**src/rtl/controlador_display.sv**
```systemverilog
// Scan controller for a 4-digit common-anode 7-segment panel sharing one nibble decoder.
// Optional leading-zero suppression is enabled by defining CEROS_IZQ_EN.
module controlador_display #(
    parameter int unsigned DIV = 50000
) (
    input  logic        clk,
    input  logic        rst,
    input  logic [15:0] dato,
    input  logic        cargar,
    input  logic [6:0]  salida_dec,
    output logic [3:0]  display,
    output logic [6:0]  segmentos,
    output logic [3:0]  anodos,
    output logic        ocupado
);

    localparam int unsigned PW = $clog2(DIV);

    typedef enum logic {
        BLANCO,
        MOSTRAR
    } estado_t;

    estado_t       estado, estado_sig;
    logic [PW-1:0] prescaler;
    logic [1:0]    indice, indice_sig;
    logic [15:0]   activo, pendiente, fuente;
    logic          tick, avanza, aplica, suprimir;
    logic [3:0]    nibble_sig;

    always_comb begin
        tick       = (prescaler == PW'(DIV - 1));
        avanza     = (estado == MOSTRAR) && tick;
        // Pending value takes over only on the 3 -> 0 edge, so a frame is never mixed.
        aplica     = avanza && (indice == 2'd3) && ocupado;
        fuente     = aplica ? pendiente : activo;
        indice_sig = indice + 2'd1;
        nibble_sig = fuente[{indice_sig, 2'b00} +: 4];
`ifdef CEROS_IZQ_EN
        suprimir   = (indice != 2'd0) && ((activo >> {indice, 2'b00}) == 16'h0000);
`else
        suprimir   = 1'b0;
`endif
    end

    always_comb begin
        estado_sig = estado;
        case (estado)
            BLANCO:  estado_sig = MOSTRAR;
            MOSTRAR: if (tick) estado_sig = BLANCO;
            default: estado_sig = BLANCO;
        endcase
    end

    always_ff @(posedge clk or posedge rst) begin
        if (rst) begin
            estado <= BLANCO;
        end else begin
            estado <= estado_sig;
        end
    end

    always_ff @(posedge clk or posedge rst) begin
        if (rst) begin
            prescaler <= '0;
            indice    <= '0;
            activo    <= '0;
            pendiente <= '0;
            ocupado   <= 1'b0;
            display   <= '0;
            segmentos <= '1;
            anodos    <= '1;
        end else begin
            prescaler <= tick ? '0 : prescaler + 1'b1;

            if (estado == BLANCO) begin
                if (suprimir) begin
                    segmentos <= '1;
                    anodos    <= '1;
                end else begin
                    segmentos <= salida_dec;
                    anodos    <= ~(4'b0001 << indice);
                end
            end else if (tick) begin
                segmentos <= '1;
                anodos    <= '1;
                indice    <= indice_sig;
                display   <= nibble_sig;
            end

            if (aplica) begin
                activo <= pendiente;
            end

            // A load on the wrap edge keeps ocupado set for the new pending value.
            if (cargar) begin
                pendiente <= dato;
                ocupado   <= 1'b1;
            end else if (aplica) begin
                ocupado   <= 1'b0;
            end
        end
    end

endmodule
```
**config.mk**
```make
export PLATFORM = sky130hd
export DESIGN_NAME = controlador_display
export DESIGN_NICKNAME = d
export VERILOG_FILES = /design/src/rtl/controlador_display.sv
export SDC_FILE = /design/constraint.sdc
export NUM_CORES = 1
export LEC_CHECK = 0
export ABC_AREA = 1
export BUFFER_PORTS_ARGS = -buffer_cell sky130_fd_sc_hd__buf_2
export CAP_MARGIN = 40
export CELL_PAD_IN_SITES_DETAIL_PLACEMENT = 1
export CELL_PAD_IN_SITES_GLOBAL_PLACEMENT = 1
export CORE_MARGIN = 4
export CORE_UTILIZATION = 36
export DETAILED_ROUTE_END_ITERATION = 10
export PLACE_DENSITY_LB_ADDON = 0.1
export SYNTH_ARGS = -nofsm -noshare
export SYNTH_HDL_FRONTEND = slang
export SYNTH_SLANG_ARGS = --single-unit
export TNS_END_PERCENT = 10
```
**constraint.sdc**
```tcl
create_clock -name clk -period 2 [get_ports clk]
set_clock_uncertainty 0.1 [all_clocks]
set_input_delay 0.4 -clock clk [delete_from_list [all_inputs] [get_ports clk]]
set_output_delay 0.4 -clock clk [all_outputs]
set_load 0.02 [all_outputs]
```
==> summary.txt <==
Sequential area share after synthesis = 0.558
Dominant synthesized flop cell = dfrtp_1
Pwr/cell area = 676 nW/um^2
Final worst slack = 92.6 ps
TritonCTS clock tree = done
Final ANT Viol Nets = 0
Final hold vios = 1
Max VDD drop = 320 uV
Port Buffers = 41
Final hold slack = -0.317 ps
CP Launch Type = flip-flop
Worst Tran Pin Value = 564 ps
Congestion Overflow GR = 0
Switching part of the total = 0.248
Core box area = 8220 um^2
CTS buffer count = 9
Critical Path Sink Type = flip-flop
Routed length per placed instance = 14.7 um
Global placement routability congestion = 0.766
Largest net degree at the start of global routing = 30
Asr flop ratio synth = 1.00
Fmax = 524 MHz
Area Overhead vs Synth = 25.0%
Violated checks = hold timing
Static Leakage = 1.92 nW
Fillcell total = 1039
Syn Area/Cell = 8.47 um^2
Layout Cells excl Fill = 528
Synth top area share = 0.462
First-pass GRT wire length = 12.9 mm
Hold Path Class = in -> async
Layout cells sized above 1 = 0.267
Clock slew at reported path FFs = 70 ps
Antenna cells = 0
Cell area after layout = 3790 um^2
Psw = 0.000635 W
Cell row count = 33
#FFs+latches synth = 67
Post-Synthesis Cells = 358
I/O pin count = 42
DR vias/cell = 4.78
Drt initial violations = 56
Syn Nets = 389
Post-DP Area = 3450 um^2
Die Area = 9950 um^2
Status = complete, but fails checks
Leading post-synthesis cells by cell area = dfrtp_1 (46%), nand2_1 (12%), dfstp_2 (9.5%), inv_1 (5.4%), nand3_1 (5.3%)
Drt first pass iters = 4
Clock Power Share = 0.398
Sum of negative setup slack = 0 ps
Vias in the first global route = 2668
Leading area contributor after synthesis = dfrtp_1
Tcrit/Tclk final = 0.954
Total number of vias = 2526
Crit Path Class = reg -> reg
Yosys warns = 0
GRT Total Usage = 0.164
Maximum fanout along the worst path = 8
Int Power = 0.00193 W
Max cap viols = 0
Nets = 449
Distinct cells, synth = 27
Antenna violations before repair = 0
Post-route DRC = 0
Synth Cell Area = 3030 um^2
Die H = 99.8 um
Combinational Power Share = 0.051
Final Critical Period = 1910 ps
Max H-tree Level = 3
Detail Placement HPWL = 5.39 mm
Worst Path Required = 2180 ps
Reg power frac = 0.552
Placed insts = 506
Number of synthesized flops with an enable pin = 0
Clock sinks = 67
Initial Util = 0.369
Max-slew violation count = 0
Max clock buf depth = 2
Dpl ws = -11.9 ps
Die Width = 99.8 um
CTS Root Buffer Type = clkbuf_8
Setup violations, final = 0
Final WL = 7.76 mm
Clk_lat worst skew = 350 ps
Rel. slew slack = 0.623
WP data arrival = 2080 ps
## power by group through the flow
stage | combinational [W] | sequential (W) | clock, W
final | 0.000130 | 0.00141 | 0.00102
after floorplan | 0.0000619 | 0.00144 | 0
after global placement | 0.000132 | 0.00144 | 0
after CTS | 0.000136 | 0.00141 | 0.00106
after global routing | 0.000152 | 0.00142 | 0.00112
after detailed placement | 0.000136 | 0.00144 | 0
## critical path: stages (launching register included)
cell and delay [ps]:
dfrtp_2 450, inv_1 100, nand2_1 80, nor2_1 90
nand2_1 100, nor2_4 150, nand4_4 160, buf_12 200
inv_4 60, nand2_2 50, nand3_1 70, nand3_1 100
a21oi_2 130
## cell type report
class	instances	area (um^2)	share of cell area
clock inverters	4	26.3	0.00693
repair buffers	60	420	0.111
clock buffers	12	145	0.0383
inverters	51	200	0.0528
multi-input cells	229	1170	0.309
flip-flops and latches	67	1690	0.447
well taps	105	131	0.0347
## state kept, by name (all words and copies together) (netlist names)
| signal | cells |
|---|---|
| display | 4 |
| segmentos | 7 |
| activo | 16 |
| estado | 1 |
| indice | 2 |
| prescaler | 16 |
| ocupado | 1 |
| pendiente | 16 |
| anodos | 4 |
## cell usage in the layout, fill, tap and decap left out, types with 2 or more instances in the layout
master and n:
clkinvlp_4 2, nor2_2 2, nor3b_1 2, inv_4 2
nand4_1 2, inv_1 42, nand2_1 92, a21oi_1 14
dfrtp_1 53, inv_2 4, dfstp_2 11, nand3_1 31
buf_2 41, buf_12 3, o211ai_1 6, nor2_1 28
clkinv_1 2, nor3_1 9, ha_1 4, nor2_4 4
o21ai_0 17, xor2_1 4, clkinv_2 2, clkbuf_1 2
dfrtp_2 3, nand2_2 6, clkbuf_8 10, clkbuf_16 2
buf_4 14
## layer usage
layer / global-route usage / part of all wire
met5: 0 / 0
met4: 0.0504 / 0.012
met3: 0.0463 / 0.038
met2: 0.264 / 0.48
met1: 0.213 / 0.47
## worst paths after layout
path / from / to / slack (ps) / depth (start not counted)
hold / removal: rst / pendiente[14]$_DFFE_PP0P_ / -0.3 / 2
hold reg to reg: segmentos[0]$_DFFE_PP1P_ / segmentos[0]$_DFFE_PP1P_ / 360 / 2
min in group clk: dato[8] / pendiente[8]$_DFFE_PP0P_ / 150 / 3
setup / recovery: prescaler[4]$_DFF_PP0_ / display[1]$_DFFE_PP0N_ / 90 / 12
setup reg to reg: prescaler[4]$_DFF_PP0_ / display[1]$_DFFE_PP0N_ / 90 / 12
max in group asynchronous: rst / segmentos[4]$_DFFE_PP1P_ / 1240 / 3
## repair_timing
| item | CTS | global route |
|---|---|---|
| hold buffers | 0 | 0 |
| resized for setup | 1 | 25 |
| pin swaps | 0 | 7 |
| setup buffers | 0 | 4 |
| cloned | 0 | 2 |
| endpoints found under the setup margin | 1 | 7 |
## cell usage after synthesis (2+ instances only)
cell type / instances
xor2_1: 4
ha_1: 5
o211ai_1: 6
buf_6: 2
nor3b_1: 2
nand3_1: 32
nand2_1: 97
clkinv_1: 3
buf_2: 2
dfrtp_1: 56
nand4_1: 2
nor3_1: 9
a21oi_1: 15
clkbuf_1: 7
inv_2: 4
dfstp_2: 11
inv_1: 44
nor2_1: 32
o21ai_0: 17
## stage by stage
step                 util  power, W  hold slack, ps
floorplan               -   0.00151             333
detailed placement  0.420   0.00157             354
finish              0.461   0.00256          -0.317
global placement    0.420   0.00157             342
global route        0.461   0.00269            11.2
CTS                 0.441   0.00260            6.04
## kinds of logic (layout without fill, tap and decap cells)
logic type / after synthesis / in the layout / share of synthesized area
AND/OR/NAND/NOR: 180 / 180 / 0.255
flip-flops: 67 / 67 / 0.558
adder cells (fa/ha/maj): 5 / 5 / 0.0206
AO/OA/AOI/OAI: 39 / 39 / 0.0697
XOR/XNOR: 5 / 5 / 0.0144
buffers and inverters: 62 / 127 / 0.0825
(Power assumes the default switching activity.)
